--- config.mk ---
export PLATFORM = sky130hd
export DESIGN_NAME = fifo_drain
export DESIGN_NICKNAME = d
export VERILOG_FILES = /design/src/rtl/fifo_drain_pkg.sv /design/src/rtl/fifo_drain_skid.sv /design/src/rtl/fifo_drain.sv
export SDC_FILE = /design/constraint.sdc
export NUM_CORES = 1
export LEC_CHECK = 0
export ABC_AREA = 1
export CORE_AREA = 2 2 52 54
export DETAILED_ROUTE_END_ITERATION = 16
export DIE_AREA = 0 0 54 56
export PLACE_DENSITY = 0.85
export SLEW_MARGIN = 20
export SYNTH_ARGS = -nofsm -noshare
export SYNTH_HDL_FRONTEND = slang
export SYNTH_SLANG_ARGS = --single-unit
--- constraint.sdc ---
create_clock -name clk -period 2.05 [get_ports clk]
set_input_delay 0.41 -clock clk [delete_from_list [all_inputs] [get_ports clk]]
set_output_delay 0.41 -clock clk [all_outputs]
set_load 0.05 [all_outputs]
--- src/rtl/fifo_drain_pkg.sv ---
// rtl/fifo_drain_pkg.sv - shared state encoding and buffer depth for fifo_drain (FIFO_DRAIN_COUNT_EN enables drain_cnt)
package fifo_drain_pkg;

  localparam int BUF_DEPTH = 2;

  typedef enum logic [1:0] {
    EMPTY = 2'd0,
    ONE   = 2'd1,
    TWO   = 2'd2
  } state_t;

  function automatic logic [1:0] occupancy_of(input state_t s);
    case (s)
      ONE:     return 2'd1;
      TWO:     return 2'd2;
      default: return 2'd0;
    endcase
  endfunction

endpackage

--- src/rtl/fifo_drain_skid.sv ---
// rtl/fifo_drain_skid.sv - 2-entry output buffer (head/tail) with registered stream outputs
module fifo_drain_skid
  import fifo_drain_pkg::*;
#(
  parameter int WIDTH = 8
) (
  input  logic             clk,
  input  logic             rst,
  input  logic             capture,
  input  logic [WIDTH-1:0] capture_data,
  input  logic             pop,
  output state_t           state,
  output logic             m_valid,
  output logic [WIDTH-1:0] m_data
);

  logic [WIDTH-1:0] tail;

  // m_data is the head entry; it only moves on pop or on first fill, so it holds under backpressure.
  always_ff @(posedge clk or negedge rst) begin
    if (!rst) begin
      state   <= EMPTY;
      m_valid <= 1'b0;
      m_data  <= '0;
      tail    <= '0;
    end else begin
      case (state)
        EMPTY: begin
          if (capture) begin
            m_data  <= capture_data;
            m_valid <= 1'b1;
            state   <= ONE;
          end
        end
        ONE: begin
          if (capture && pop) begin
            m_data <= capture_data;
          end else if (capture) begin
            tail  <= capture_data;
            state <= TWO;
          end else if (pop) begin
            m_valid <= 1'b0;
            state   <= EMPTY;
          end
        end
        TWO: begin
          if (pop) begin
            m_data <= tail;
            if (capture) tail <= capture_data;
            else         state <= ONE;
          end
        end
        default: begin
          m_valid <= 1'b0;
          state   <= EMPTY;
        end
      endcase
    end
  end

endmodule

--- src/rtl/fifo_drain.sv ---
// rtl/fifo_drain.sv - drains a synchronous FIFO into a valid/ready stream; FIFO_DRAIN_COUNT_EN adds drain_cnt
module fifo_drain
  import fifo_drain_pkg::*;
#(
  parameter int WIDTH = 8
) (
  input  logic             clk,
  input  logic             rst,
  input  logic             fifo_empty,
  input  logic [WIDTH-1:0] fifo_dout,
  output logic             fifo_rd_en,
  output logic             m_valid,
  input  logic             m_ready,
  output logic [WIDTH-1:0] m_data
`ifdef FIFO_DRAIN_COUNT_EN
  ,
  output logic [15:0]      drain_cnt
`endif
);

  state_t     state;
  logic       in_flight;
  logic       pop;
  logic [2:0] pending;

  assign pop = m_valid & m_ready;

  // Credit check: words held plus the word landing next cycle, minus the one leaving now.
  always_comb begin
    pending    = {1'b0, occupancy_of(state)} + {2'b00, in_flight} - {2'b00, pop};
    fifo_rd_en = rst && !fifo_empty && (pending < 3'(BUF_DEPTH));
  end

  always_ff @(posedge clk or negedge rst) begin
    if (!rst) in_flight <= 1'b0;
    else      in_flight <= fifo_rd_en;
  end

  fifo_drain_skid #(.WIDTH(WIDTH)) u_skid (
    .clk          (clk),
    .rst          (rst),
    .capture      (in_flight),
    .capture_data (fifo_dout),
    .pop          (pop),
    .state        (state),
    .m_valid      (m_valid),
    .m_data       (m_data)
  );

`ifdef FIFO_DRAIN_COUNT_EN
  always_ff @(posedge clk or negedge rst) begin
    if (!rst)     drain_cnt <= 16'd0;
    else if (pop) drain_cnt <= drain_cnt + 16'd1;
  end
`endif

endmodule

# ---- Word level (Yosys, flattened, before mapping)
# Index checks and enable logic that the tools add are counted.
dict set report word_totals {
  output_inout_bits 10
  inputBits 12
  reg_bits 20
  word_cells 52
}
dict set report op_classes {
  n_lt_le_gt_ge 1
  n_reduce_logical 11
  add_sub_neg 2
  n_eq_ne 10
  n_mux 21
  bitwise 2
}
# op n
set ops {}
lappend ops {{$mux 8} 6}
lappend ops {{$pmux 8 s3} 1}
lappend ops {{$pmux 8 s2} 1}
lappend ops {{$mux 2} 6}
lappend ops {{$ne 2x2->1 const B} 6}
lappend ops {{$reduce_and 5->1} 2}
lappend ops {{$pmux 2 s3} 1}
lappend ops {{$mux 1} 4}
lappend ops {{$pmux 2 s2} 1}
lappend ops {{$reduce_and 4->1} 1}
lappend ops {{$add 2x1->3} 1}
lappend ops {{$logic_and 1x1->1} 3}
lappend ops {{$lt 3x2->1 const B} 1}
lappend ops {{$ne 3x3->1 const B} 1}
lappend ops {{$pmux 1 s3} 1}
lappend ops {{$reduce_and 3->1} 1}
lappend ops {{$reduce_bool 3->1} 1}
lappend ops {{$sub 3x1->3} 1}
lappend ops {{$eq 2x1->1 const B} 1}
lappend ops {{$eq 2x2->1 const B} 1}
lappend ops {{$logic_not 2->1} 1}
lappend ops {{$ne 2x1->1 const B} 1}
lappend ops {{$reduce_bool 2->1} 1}
lappend ops {{$and 1x1->1} 1}
lappend ops {{other kinds (2)} 2}

# ---- Longest topological paths before layout
dict set report depth {
  depth_word 6
  depth_mapped 9
  ltp_nobuf 8
}

# ---- Hierarchy
# A second synthesis with hierarchy kept.
dict set report hier_totals {
  hier_cells 140
  hier_area_um2 1118.6
}
# mod n_inst cells_per_inst area_per_inst_um2
set modules_own_cells {}
lappend modules_own_cells {fifo_drain_skid 1 122 1001.0}
lappend modules_own_cells {fifo_drain 1 18 117.6}

# ---- Worst setup path after synthesis
# Ideal clock, no wire load.
dict set report synth_path {
  path_type {flip-flop to output port}
  startpoint {register u_skid.m_valid}
  endpoint {output port fifo_rd_en}
  path_buffers 0
  path_stages_with_launch 7
  t_arrival_ns 3.025
  path_slack_ns -1.385
  cell_sequence {dfrtp_1 nand2_1 nor2_1 o21ai_0 fa_1 nand3b_1 nor3b_1}
}
dict set report synth_via {
  elab_chain_cells 4
}
# element line
set synth_lines {}
lappend synth_lines {{start, declared} fifo_drain_skid.sv:13} ;# output logic m_valid,
lappend synth_lines {{start signal, assigned} fifo_drain_skid.sv:23} ;# m_valid <= 1'b0;
lappend synth_lines {{start signal, assigned} fifo_drain_skid.sv:31} ;# m_valid <= 1'b1;
lappend synth_lines {{start signal, assigned} fifo_drain_skid.sv:42} ;# m_valid <= 1'b0;
lappend synth_lines {{$and 1x1->1} fifo_drain.sv:26} ;# assign pop = m_valid & m_ready;
lappend synth_lines {{$sub 3x1->3} fifo_drain.sv:30} ;# pending = {1'b0, occupancy_of(state)} + {2'b00, in_flight} - {2'b00, pop};
lappend synth_lines {{$lt 3x2->1} fifo_drain.sv:31} ;# fifo_rd_en = rst && !fifo_empty && (pending < 3'(BUF_DEPTH));
lappend synth_lines {{$logic_and 1x1->1} fifo_drain.sv:31}
lappend synth_lines {{end, declared} fifo_drain.sv:11} ;# output logic fifo_rd_en,
# Every way passes these cells.

# ---- Worst setup path after layout
dict set report layout_path {
  startpoint {register u_skid.state[1]}
  endpoint {output port fifo_rd_en}
}
dict set report layout_via {
  elab_chain_cells 6
  elab_cells_between_ends 7
  classes_between {add/sub: 2; order compare: 1; eq/ne: 2; mux: 1; reduce/logical: 1}
}
# element line
set layout_lines {}
lappend layout_lines {{start, declared} fifo_drain_skid.sv:12} ;# output state_t state,
lappend layout_lines {{start signal, assigned} fifo_drain_skid.sv:22} ;# state <= EMPTY;
lappend layout_lines {{start signal, assigned} fifo_drain_skid.sv:32} ;# state <= ONE;
lappend layout_lines {{start signal, assigned} fifo_drain_skid.sv:40} ;# state <= TWO;
lappend layout_lines {{$eq 2x2->1 / $eq 2x1->1 (equally long branches)} fifo_drain_pkg.sv:13} ;# case (s)
lappend layout_lines {{$pmux 2 s2 (*)} fifo_drain_pkg.sv:13}
lappend layout_lines {{$add 2x1->3 (*)} fifo_drain.sv:30}
lappend layout_lines {{$sub 3x1->3 (*)} fifo_drain.sv:30}
lappend layout_lines {{$lt 3x2->1 (*)} fifo_drain.sv:31}
lappend layout_lines {{$logic_and 1x1->1 (*)} fifo_drain.sv:31}
# Mark *: on every way between the ends. The rest lies on a longest branch, timed or not.

==> flow_summary.json <==
{
  "root_buffer": "clkbuf_4",
  "fin_crit_ns": 2.61,
  "ys_top_cells_by_area": "dfrtp_1 46%, nand2_1 24%, nand3_1 9.3%, nand2_4 3.1%, fa_1 1.9%",
  "powerDensity_nw_per_um2": 1740,
  "synth_top_area_share_pct": 46.3,
  "slew-limit-headroom_pct": 67.1,
  "layout-drive-gt1-share_pct": 27.0,
  "yosys.area_share.simple_pct": 43.9,
  "drt-total-wl_um": 2950,
  "cp_max_fo": 3,
  "initial_utilization_pct": 44.4,
  "synth.yosys.warnings": 0,
  "antenna_left": 0,
  "hold_buffers": 0,
  "status": "finished with violations",
  "gr-total-overflow": 0,
  "holdWs_ns": 0.482,
  "h-tree-depth": 1,
  "dpl.hpwl_um": 1860,
  "area_growth_pct": 45.0,
  "synth_xor_area_share_pct": 0,
  "dieArea_sq_um": 3020,
  "synth_seq_area_share_pct": 46.3,
  "cp.required_ns": 1.64,
  "vias": 1121,
  "rsz0062_at_grt": "true",
  "synth_common_cells": "69 x nand2_1, 20 x dfrtp_1, 20 x nand3_1",
  "peakVddDrop_mv": 1.07,
  "drt_iter0_drc": 35,
  "setup_ws_ns": -0.557,
  "critPathCaptureType": "output pin",
  "synthMuxAreaShare_pct": 0,
  "ys_ff_latch": 20,
  "finalCritPeriodShare_pct": 127,
  "crit_arrival_ns": 2.20,
  "ys_types": 20,
  "finalSetupViolations": 2,
  "die_h_um": 56,
  "startpoint_type": "register",
  "synth_edf_count": 0,
  "cts.path.max_buffers": 2,
  "grt_usage_pct": 22.7,
  "max_freq_ghz": 0.384,
  "p_leak_uw": 0.000822,
  "diodes": 0,
  "dieWidth_um": 54,
  "yosysTopAreaCell": "dfrtp_1",
  "vias_per_cell": 5.21,
  "synth_top_family_by_area": "simple AND/OR/NAND/NOR gates",
  "synthArstFlopShare_pct": 100,
  "yosysMostFrequentCell": "nand2_1",
  "skew_ns": 0.00159,
  "cap_viol_max_count": 0,
  "syn_area_sq_um": 1080,
  "tightest_slew_ns": 0.492,
  "fp.coreArea_sq_um": 2430,
  "dr.pass1.iters": 4,
  "violations": "setup timing",
  "synth_nets": 153,
  "io_buffers": 21,
  "critPathKind": "reg2out",
  "hold_path_class": "reg2reg",
  "gp_congestion": 0.876,
  "drv_slew": 0,
  "synth-compound-area-share_pct": 2.90,
  "synthAdderAreaFrac_pct": 1.85,
  "drc": 0,
  "grt_pass1_vias": 1050,
  "grt_max_degree": 21,
  "boundaryPins": 22,
  "antenna_found_initial": 0,
  "grt_pass1_wl_um": 4930,
  "numCtsBuffers": 3,
  "avgSynthCellArea_sq_um": 7.71,
  "synthCells": 140,
  "rows": 18,
  "tns_ns": -1.00,
  "ys.flop_type": "dfrtp_1",
  "cts_sinks": 20,
  "cts_tree": "built",
  "post_drt_wl_per_cell_um": 13.7,
  "insertion_delay_ns": 0.31,
  "clkTransAtPathRegs_ns": 0.11,
  "fin_nets": 199,
  "hold_viol_final": 0
}
path summary, 6_finish.rpt:
check	from	endpoint	slack, ns	cells past startpoint
min in group asynchronous	rst	u_skid.state[0]	0.51	2
max in group asynchronous	rst	u_skid.m_valid	1.32	2
worst max-delay path	u_skid.state[1]	fifo_rd_en	-0.56	8
worst max register to register	u_skid.state[1]	u_skid.m_valid	-0.44	18
worst min register to register	u_skid.m_data[3]	u_skid.m_data[3]	0.48	2
worst min-delay path	u_skid.m_data[3]	u_skid.m_data[3]	0.48	2
stage by stage:
step	util [%]	area, sq um	cells	worst slack (ns)	total power (uW)
2_1_floorplan	-	1120	140	-0.316	1710
3_3_place_gp	58.3	1420	197	-0.541	2090
3_5_place_dp	58.3	1420	197	-0.640	2150
4_1_cts	64.5	1570	216	-0.578	2660
5_1_grt	64.4	1570	215	-0.639	2910
6_report	64.4	1570	215	-0.557	2720
cell usage in the layout, fill, tap and decap left out, types with 4 or more instances in the layout:
cell and count:
clkdlybuf4s50_1 18, nand2_1 67, nand2_4 4, buf_4 24, nand2_2 4, nand3_1 20
dfrtp_1 18
where the power goes:
group / internal, uW / switching [uW] / leakage, uW / total, uW
logic: 723 / 1070 / 0.000554 / 1790
clock network: 109 / 125 / 0.0000210 / 234
registers: 585 / 106 / 0.000246 / 691
sequential cells by signal, summed over array words and instances, names as in the netlist:
name,flops
u_skid.m_valid,1
in_flight,1
u_skid.tail,8
u_skid.m_data,8
u_skid.state,2
cell families (layout without fill, tap and decap cells):
| kind of cell | Yosys count | count (layout) |
|---|---|---|
| AND/OR/NAND/NOR | 105 | 105 |
| AO/OA/AOI/OAI | 4 | 4 |
| flip-flops | 20 | 20 |
| buffers and inverters | 10 | 55 |
| adder cells (fa/ha/maj) | 1 | 1 |
area by class of cell:
cell class	instances	area, sq um
inverter	6	25.0
sequential	20	503
timing repair buffer	45	400
multi-input combinational	110	563
fill	206	867
clock buffer	4	36.3
tap	30	37.5
worst max-delay path, stage by stage, from the launching register on:
cell and delay (ns):
dfrtp_1 0.43, nor2_4 0.18, nand2_2 0.08, inv_2 0.06
o21ai_2 0.06, fa_1 0.48, nand3b_1 0.14, nor3b_4 0.28
buf_12 0.17
timing repair:
action	4_1_cts	5_1_grt
endpoints found under the setup margin	1	2
setup buffers	15	1
resized for setup	3	1
pin swaps	4	5
cloned	0	0
per-layer routing:
layer,share of wire (%),GRT usage (%),vias up
met5,0,0,-
met4,5.7,16.4,0
met3,5.8,2.69,16
met2,46,31.7,53
met1,42,31.3,517
li1,-,-,535
Power figures use the tool's default switching activity.
